===== src/rtl/btl_pkg.sv =====
// Shared types and default sizing for the branch target lookup table.
// Relative-target support is enabled by defining BTL_REL_EN.
package btl_pkg;

    localparam int BTL_AW = 4;
    localparam int BTL_D  = 10;

    typedef enum logic {
        INIT  = 1'b0,
        READY = 1'b1
    } state_t;

    typedef struct packed {
        logic             valid;
        logic             rel;
        logic [BTL_D-1:0] data;
    } entry_t;

endpackage


===== src/rtl/btl_regfile.sv =====
// Entry storage: one write port, one combinational read port.
// The per-entry rel bit exists only when BTL_REL_EN is defined.
module btl_regfile
    import btl_pkg::*;
#(
    parameter int AW = BTL_AW,
    parameter int D  = BTL_D
) (
    input  logic          clk,
    input  logic          wr_en,
    input  logic [AW-1:0] wr_addr,
    input  logic          wr_valid,
`ifdef BTL_REL_EN
    input  logic          wr_rel,
    output logic          rd_rel,
`endif
    input  logic [D-1:0]  wr_data,
    input  logic [AW-1:0] rd_addr,
    output logic          rd_valid,
    output logic [D-1:0]  rd_data
);

    localparam int DEPTH = 2 ** AW;

    logic         valid_q [DEPTH];
    logic [D-1:0] data_q  [DEPTH];

    // No reset here: the INIT sweep clears every entry after reset.
    always_ff @(posedge clk) begin
        if (wr_en) begin
            valid_q[wr_addr] <= wr_valid;
            data_q[wr_addr]  <= wr_data;
        end
    end

    assign rd_valid = valid_q[rd_addr];
    assign rd_data  = data_q[rd_addr];

`ifdef BTL_REL_EN
    logic rel_q [DEPTH];

    always_ff @(posedge clk) begin
        if (wr_en) begin
            rel_q[wr_addr] <= wr_rel;
        end
    end

    assign rd_rel = rel_q[rd_addr];
`endif

endmodule


===== src/rtl/branch_target_lut.sv =====
// Branch target lookup table: INIT sweep, write bypass, one-cycle lookup.
// Define BTL_REL_EN to add PC-relative entries.
module branch_target_lut
    import btl_pkg::*;
#(
    parameter int AW = BTL_AW,
    parameter int D  = BTL_D
) (
    input  logic          clk,
    input  logic          rst_n,
    input  logic          rd_en,
    input  logic [AW-1:0] rd_addr,
    input  logic [D-1:0]  pc,
    output logic          rd_valid,
    output logic [D-1:0]  rd_target,
    output logic          rd_hit,
    input  logic          wr_en,
    input  logic [AW-1:0] wr_addr,
    input  logic [D-1:0]  wr_data,
    input  logic          wr_rel,
    output logic          busy
);

    state_t        state_q;
    state_t        state_d;
    logic [AW-1:0] clr_q;
    logic [AW-1:0] clr_d;

    logic          ready;
    logic          we;
    logic [AW-1:0] waddr;
    logic          wvalid;
    logic [D-1:0]  wdata;
    logic          rf_valid;
    logic [D-1:0]  rf_data;

    logic          bypass;
    logic          hit;
    logic [D-1:0]  data;
    logic [D-1:0]  pc_inc;
    logic [D-1:0]  target;

    assign ready = (state_q == READY);
    assign busy  = ~ready;

    always_ff @(posedge clk or negedge rst_n) begin
        if (!rst_n) begin
            state_q <= INIT;
            clr_q   <= '0;
        end else begin
            state_q <= state_d;
            clr_q   <= clr_d;
        end
    end

`ifdef BTL_REL_EN
    logic wrel;
    logic rf_rel;
    logic rel;
`else
    logic unused_rel;
    assign unused_rel = wr_rel;
`endif

    // INIT owns the single write port; host writes only once READY.
    always_comb begin
        state_d = state_q;
        clr_d   = clr_q;
        we      = 1'b0;
        waddr   = wr_addr;
        wvalid  = 1'b1;
        wdata   = wr_data;
`ifdef BTL_REL_EN
        wrel    = wr_rel;
`endif
        unique case (state_q)
            INIT: begin
                we     = 1'b1;
                waddr  = clr_q;
                wvalid = 1'b0;
                wdata  = '0;
`ifdef BTL_REL_EN
                wrel   = 1'b0;
`endif
                clr_d  = clr_q + 1'b1;
                if (clr_q == {AW{1'b1}}) begin
                    state_d = READY;
                end
            end
            READY: begin
                we = wr_en;
            end
        endcase
    end

    btl_regfile #(
        .AW(AW),
        .D (D)
    ) u_regfile (
        .clk     (clk),
        .wr_en   (we),
        .wr_addr (waddr),
        .wr_valid(wvalid),
`ifdef BTL_REL_EN
        .wr_rel  (wrel),
        .rd_rel  (rf_rel),
`endif
        .wr_data (wdata),
        .rd_addr (rd_addr),
        .rd_valid(rf_valid),
        .rd_data (rf_data)
    );

    assign bypass = ready && wr_en && (wr_addr == rd_addr);
    assign hit    = bypass ? 1'b1 : rf_valid;
    assign data   = bypass ? wr_data : rf_data;
    assign pc_inc = pc + {{(D-1){1'b0}}, 1'b1};

`ifdef BTL_REL_EN
    assign rel    = bypass ? wr_rel : rf_rel;
    assign target = !hit ? pc_inc : (rel ? pc + data : data);
`else
    assign target = hit ? data : pc_inc;
`endif

    // Target and hit hold their last values between lookups.
    always_ff @(posedge clk or negedge rst_n) begin
        if (!rst_n) begin
            rd_valid  <= 1'b0;
            rd_hit    <= 1'b0;
            rd_target <= '0;
        end else begin
            rd_valid <= ready && rd_en;
            if (ready && rd_en) begin
                rd_hit    <= hit;
                rd_target <= target;
            end
        end
    end

endmodule

===== config.mk =====
export PLATFORM = sky130hd
export DESIGN_NAME = branch_target_lut
export DESIGN_NICKNAME = d
export VERILOG_FILES = /design/src/rtl/btl_pkg.sv /design/src/rtl/btl_regfile.sv /design/src/rtl/branch_target_lut.sv
export SDC_FILE = /design/constraint.sdc
export NUM_CORES = 1
export LEC_CHECK = 0
export BUFFER_PORTS_ARGS = -buffer_cell sky130_fd_sc_hd__buf_4
export CAP_MARGIN = 20
export CELL_PAD_IN_SITES_DETAIL_PLACEMENT = 1
export CELL_PAD_IN_SITES_GLOBAL_PLACEMENT = 1
export CORE_ASPECT_RATIO = 0.9
export CORE_UTILIZATION = 37
export CTS_BUF_LIST = sky130_fd_sc_hd__clkbuf_8
export DETAILED_ROUTE_END_ITERATION = 6
export GPL_ROUTABILITY_DRIVEN = 0
export GPL_TIMING_DRIVEN = 0
export PLACE_DENSITY_LB_ADDON = 0.1
export SYNTH_ARGS = -nofsm -noshare
export SYNTH_HDL_FRONTEND = slang
export SYNTH_SLANG_ARGS = --single-unit
export TNS_END_PERCENT = 30

===== constraint.sdc =====
create_clock -name clk -period 3.1 [get_ports clk]
set_clock_uncertainty 0.15 [all_clocks]
set_input_delay 0.465 -clock clk [delete_from_list [all_inputs] [get_ports clk]]
set_output_delay 0.465 -clock clk [all_outputs]
set_load 0.02 [all_outputs]

Word-level counts from Yosys, hierarchy flattened

Memory sizes are Yosys's and may differ from the RTL's.
Index checks and enable logic that the tools add are counted.

Register bits after elaboration: 17
Bits in latches: 0
Memory bits (writable): 176
Memory bits (read-only): 0
Output and inout bits: 13
Logic and storage cells: 26
Memories: 2

Memories:

| name              | words | width | read ports | clocked after Yosys merged registers in | wr ports | RTL line          | text |
|---|---|---|---|---|---|---|---|
| u_regfile.data_q  | 16    | 10    | 1          | 0                                       | 1        | btl_regfile.sv:26 | `logic [D-1:0] data_q [DEPTH];` |
| u_regfile.valid_q | 16    | 1     | 1          | 0                                       | 1        | btl_regfile.sv:25 | `logic valid_q [DEPTH];` |

$add $sub $neg: 2
$mul: 0
Divide/modulo/power cells: 0
Order comparisons: 0
Equality and inequality tests: 2
Shift-type cells: 0
Multiplexer cells: 11
Bitwise logic cells: 1
Reductions and logical operators: 3

Operators with widths:

| operator                                      | count |
|---|---|
| two-way mux 10 bit                            | 3 |
| adder 10 x 1 -> 10 bit, second input constant | 1 |
| two-way mux 1 bit                             | 6 |
| adder 4 x 1 -> 4 bit, second input constant   | 1 |
| == test 4 bit                                 | 1 |
| == test 4 bit, second input constant          | 1 |
| two-way mux 4 bit                             | 1 |
| logical AND 1 bit                             | 3 |
| one-hot mux 1 bit (2 select lines)            | 1 |
| inverter 1 bit                                | 1 |

Logic depth before layout (Yosys ltp)

Depth after elaboration: 4
Gate-level depth with buffers: 8

Hierarchy

From an unflattened synthesis, not the netlist that was laid out.

Cells, all modules: 434
Area, all modules: 7992.7 µm²

Modules (own cells, without submodules):

| module            | instances | cells an instance | area an instance (µm²) | seq. area each (µm²) |
|---|---|---|---|---|
| btl_regfile       | 1         | 294               | 6777.8                 | 5285.1 |
| branch_target_lut | 1         | 140               | 1214.9                 | 425.4 |

Worst setup path before layout

OpenSTA, ideal clock, no wires.

Path type: reg2reg
Start: register state_q, in the netlist ready
End: memory u_regfile.data_q[12][0] (netlist bit), enable pin
Arrival: 1992 ps
Required time: 2572 ps
Path slack: 580 ps
Stages on the path, launching flop included: 6
Clock period less this slack: 2520 ps
Path through: dfrtp_1 > buf_1 > inv_1 > clkbuf_1 > a31oi_1 > nor2_1

Longest elaborated chain between the ends: 4

RTL lines:

| element                                 | RTL line                | text |
|---|---|---|
| start, declared                         | branch_target_lut.sv:24 | `state_t state_q;` |
| start signal, assigned                  | branch_target_lut.sv:51 | `state_q <= state_d;` |
| inverter 1 bit                          | --                      |  |
| via busy                                | branch_target_lut.sv:21 | `output logic busy` |
| one-hot mux 1 bit (2 select lines)      | branch_target_lut.sv:76 | `unique case (state_q)` |
| two-way mux 1 bit                       | btl_regfile.sv:30       | `if (wr_en) begin` |
| two-way mux 1 bit (not written as such) | btl_regfile.sv:32       | `data_q[wr_addr] <= wr_data;` |
| end, declared                           | btl_regfile.sv:26       |  |

The timed path passes the listed nets, and every way through them passes these cells.

Final worst setup path

Start: register state_q, in the netlist ready
End: memory u_regfile.data_q[10][3] (netlist bit), enable pin

Longest elaborated chain between the ends: 4

RTL lines:

| element                                 | RTL line |
|---|---|
| inverter 1 bit                          | -- |
| one-hot mux 1 bit (2 select lines)      | branch_target_lut.sv:76 |
| two-way mux 1 bit                       | btl_regfile.sv:30 |
| two-way mux 1 bit (not written as such) | btl_regfile.sv:32 |

Parallel ways exist; a longest one is shown, timed or not.

==> impl_metrics.toml <==
[outcome]
outcome = "completed"

[logic_synthesis]
synth-adder-area-share_pct = 0.313
synth_top_family_by_area = "multiplexers"
ys.flop_type = "edfxtp_1"
synth_compound_gate_area_share_pct = 3.02
syn-num-nets = 462
ys_top_cells_by_area = "edfxtp_1 (66%), mux4_2 (11%), dfrtp_1 (5.3%), mux4_1 (3.3%), xnor2_1 (1.4%)"
async_flop_share_pct = 8.81
synth_edf_count = 176
syn_inst = 427
synth.distinct_cells = 41
yosysSeqAreaShare_pct = 71.4
syn-cell-area_mm2 = 0.00799
synth_seq_cells = 193
synth_warnings = 0
synthSimpleGateAreaFrac_pct = 5.32
netlist.area_leader.share_pct = 66.1
muxShareOfSynthArea_pct = 16.3
postSynthAreaPerCell_um2 = 18.7
yosysTopAreaCell = "edfxtp_1"
synthXorXnorAreaFrac_pct = 1.64

[die]
rows = 50
die_w_um = 157
boundaryPins = 46
die_h_um = 141
die_area_mm2 = 0.0222
core_mm2 = 0.0210
floorplan.initialDensity_pct = 38.1

[grt]
grt.total_usage_pct = 19.5
grt_antenna_before_repair = 0
grt_pass1_vias = 4495
grt_first_pass_wirelength_um = 29900
grt_max_degree = 21
grt.overflow.total = 0

[sta]
final.min_clock_period_ps = 2940
holdWs_ps = 96.2
fmax_mhz = 340
max-slew-margin-rel_pct = 27.3
tightest_slew_ps = 1090
period_share_pct = 94.9
drv_slew = 0
rsz0062_at_grt = "true"
hold_violations = 0
setup_viol = 0

[clock_network]
cts_tree = "yes"
cts_max_path_buffers = 2
htreeDepth = 4
clkSinkCount = 193
worstSkewPairLatency_ps = 460
root_buffer = "clkbuf_8"
clk_pin_slew_ps = 100
numCtsBuffers = 17

[routing]
wl_um = 20000
firstDrtPassIters = 4
drt-initial-drc-count = 355
vias_per_cell = 5.30
ant_nets = 0
vias = 4229
drc = 0
wl_per_cell_um = 25.0

[layout]
final_common_cell = "edfxtp_1"
mostFrequentLayoutCells = "edfxtp_1 (176), buf_4 (43), mux4_2 (38), nand2_1 (21), clkbuf_8 (18)"
n_fill_cell = 2021
drive_gt1_share_pct = 31.1
syn2layout_area_growth_pct = 16.0
final_area_mm2 = 0.00927
antenna_cells = 0
nets = 535

[critical_path]
slowest_delay_ps = 560
cp_top_family = "buffers and inverters"
arrival_ps = 2950
worstSetupStartpointType = "flop"
path_cells = "buf_1 -> inv_1 -> clkbuf_1 -> a31oi_2 -> nor2_2 -> buf_8"
cp_slowest_cell = "dfrtp_2"
path_buf_inv = 4
critPathKind = "reg -> reg"
required_ps = 3110
end_kind = "flop"
critPathMaxFanout = 20

[run]
drv_cap = 0

[place]
port_buffers = 40
dp_hpwl_um = 13700
post_dp_cell_area_mm2 = 0.00883

[power_and_ir_drop]
power_density_mw_per_mm2 = 525
p_leak_nw = 3.02
ir_worst_vdd_uv = 301

[hold_path]
min_path_type = "in -> reg"
[layout make-up]
type	instances	area, µm²	share of cell area, %
plain buffers	21	118	1.27
clock buffers	17	234	2.52
clock inverters	14	141	1.52
inverters	11	41.3	0.445
multi-input cells	202	2190	23.6
flip-flops and latches	193	5710	61.6
well taps	286	358	3.86
repair buffers	54	478	5.15
[sequential cells by signal, indices dropped and copies added (netlist names)]
signal	flops
clr_q	4
rd_hit	1
rd_target	10
rd_valid	1
ready	1
u_regfile.data_q	160
u_regfile.valid_q	16
[path summary, 6_finish.rpt]
path,from,to,slack [ps],cells past startpoint
setup / recovery,ready,u_regfile.data_q[10][3],160,6
hold / removal,wr_data[1],rd_target[1],100,3
setup reg to reg,ready,u_regfile.data_q[10][3],160,6
hold reg to reg,rd_hit,rd_hit,350,1
max in group asynchronous,rst_n,rd_target[9],2320,2
min in group asynchronous,rst_n,clr_q[2],260,2
[cell families (layout without fill, tap and decap cells)]
| kind of cell | after synthesis | in the layout |
|---|---|---|
| compound gates | 33 | 33 |
| fa+ha+maj | 2 | 2 |
| xor+xnor | 15 | 15 |
| simple gates | 87 | 87 |
| mux | 65 | 65 |
| buf+inv | 32 | 117 |
| flops | 193 | 193 |
[synth_stat cells, types with 2 or more instances]
master and instances:
and2_1 5, mux2_2 6, mux4_1 10, buf_2 6, edfxtp_1 176, buf_1 3
nand2_1 21, xnor2_1 13, and3_1 2, a21oi_1 7, nand4_1 3, ha_1 2
dfrtp_1 17, a22oi_1 3, clkbuf_1 8, nor3_1 3, nor3b_1 2, nor2_1 29
inv_1 11, o2111ai_1 12, buf_4 2, xor2_1 2, nand3b_1 7, a31oi_1 5
nand3_1 7, mux2i_1 10, and4_1 2, nor2b_1 3, mux4_2 38
[routing by layer]
| layer | vias up | part of all wire, % | global-route usage, % |
|---|---|---|---|
| met3 | 8 | 5.2 | 4.09 |
| met4 | 0 | 1.3 | 5.31 |
| li1 | 1876 | - | - |
| met1 | 2234 | 48 | 28.7 |
| met2 | 111 | 45 | 29.3 |
| met5 | - | 0 | 0 |
[stage by stage]
| stage | setup slack, ps | util (%) | setup TNS, ps | cells | total power [W] |
|---|---|---|---|---|---|
| after floorplan | 580 | - | 0 | 427 | 0.00317 |
| after global placement | -579 | 41.3 | -57200 | 753 | 0.00333 |
| after detailed placement | -192 | 42.1 | -3930 | 764 | 0.00335 |
| after CTS | -138 | 44.0 | -2810 | 796 | 0.00491 |
| after global routing | -29.7 | 44.2 | -143 | 798 | 0.00505 |
| final | 157 | 44.2 | 0 | 798 | 0.00487 |
[where the power goes]
group	switching (W)	total, W	internal, W
logic	0.000240	0.000410	0.000170
registers	0.0000142	0.00288	0.00287
clock network	0.000975	0.00158	0.000600
total	0.00123	0.00487	0.00364
[repair_timing]
action                                  in CTS  in global routing
hold endpoints to repair                    17                  0
hold buffers                                 1                  0
resized for setup                            2                  8
endpoints found under the setup margin      61                175
gates cloned                                 0                  0
buffers inserted                             0                  0
[tightest hold or removal path, delay by kind of cell]
| family | cells | cell delay (ps) |
|---|---|---|
| buffers and inverters | 1 | 90 |
| AOI/OAI and AO/OA | 1 | 60 |
| and+or+nand+nor | 1 | 40 |
Power figures use the tool's default switching activity.
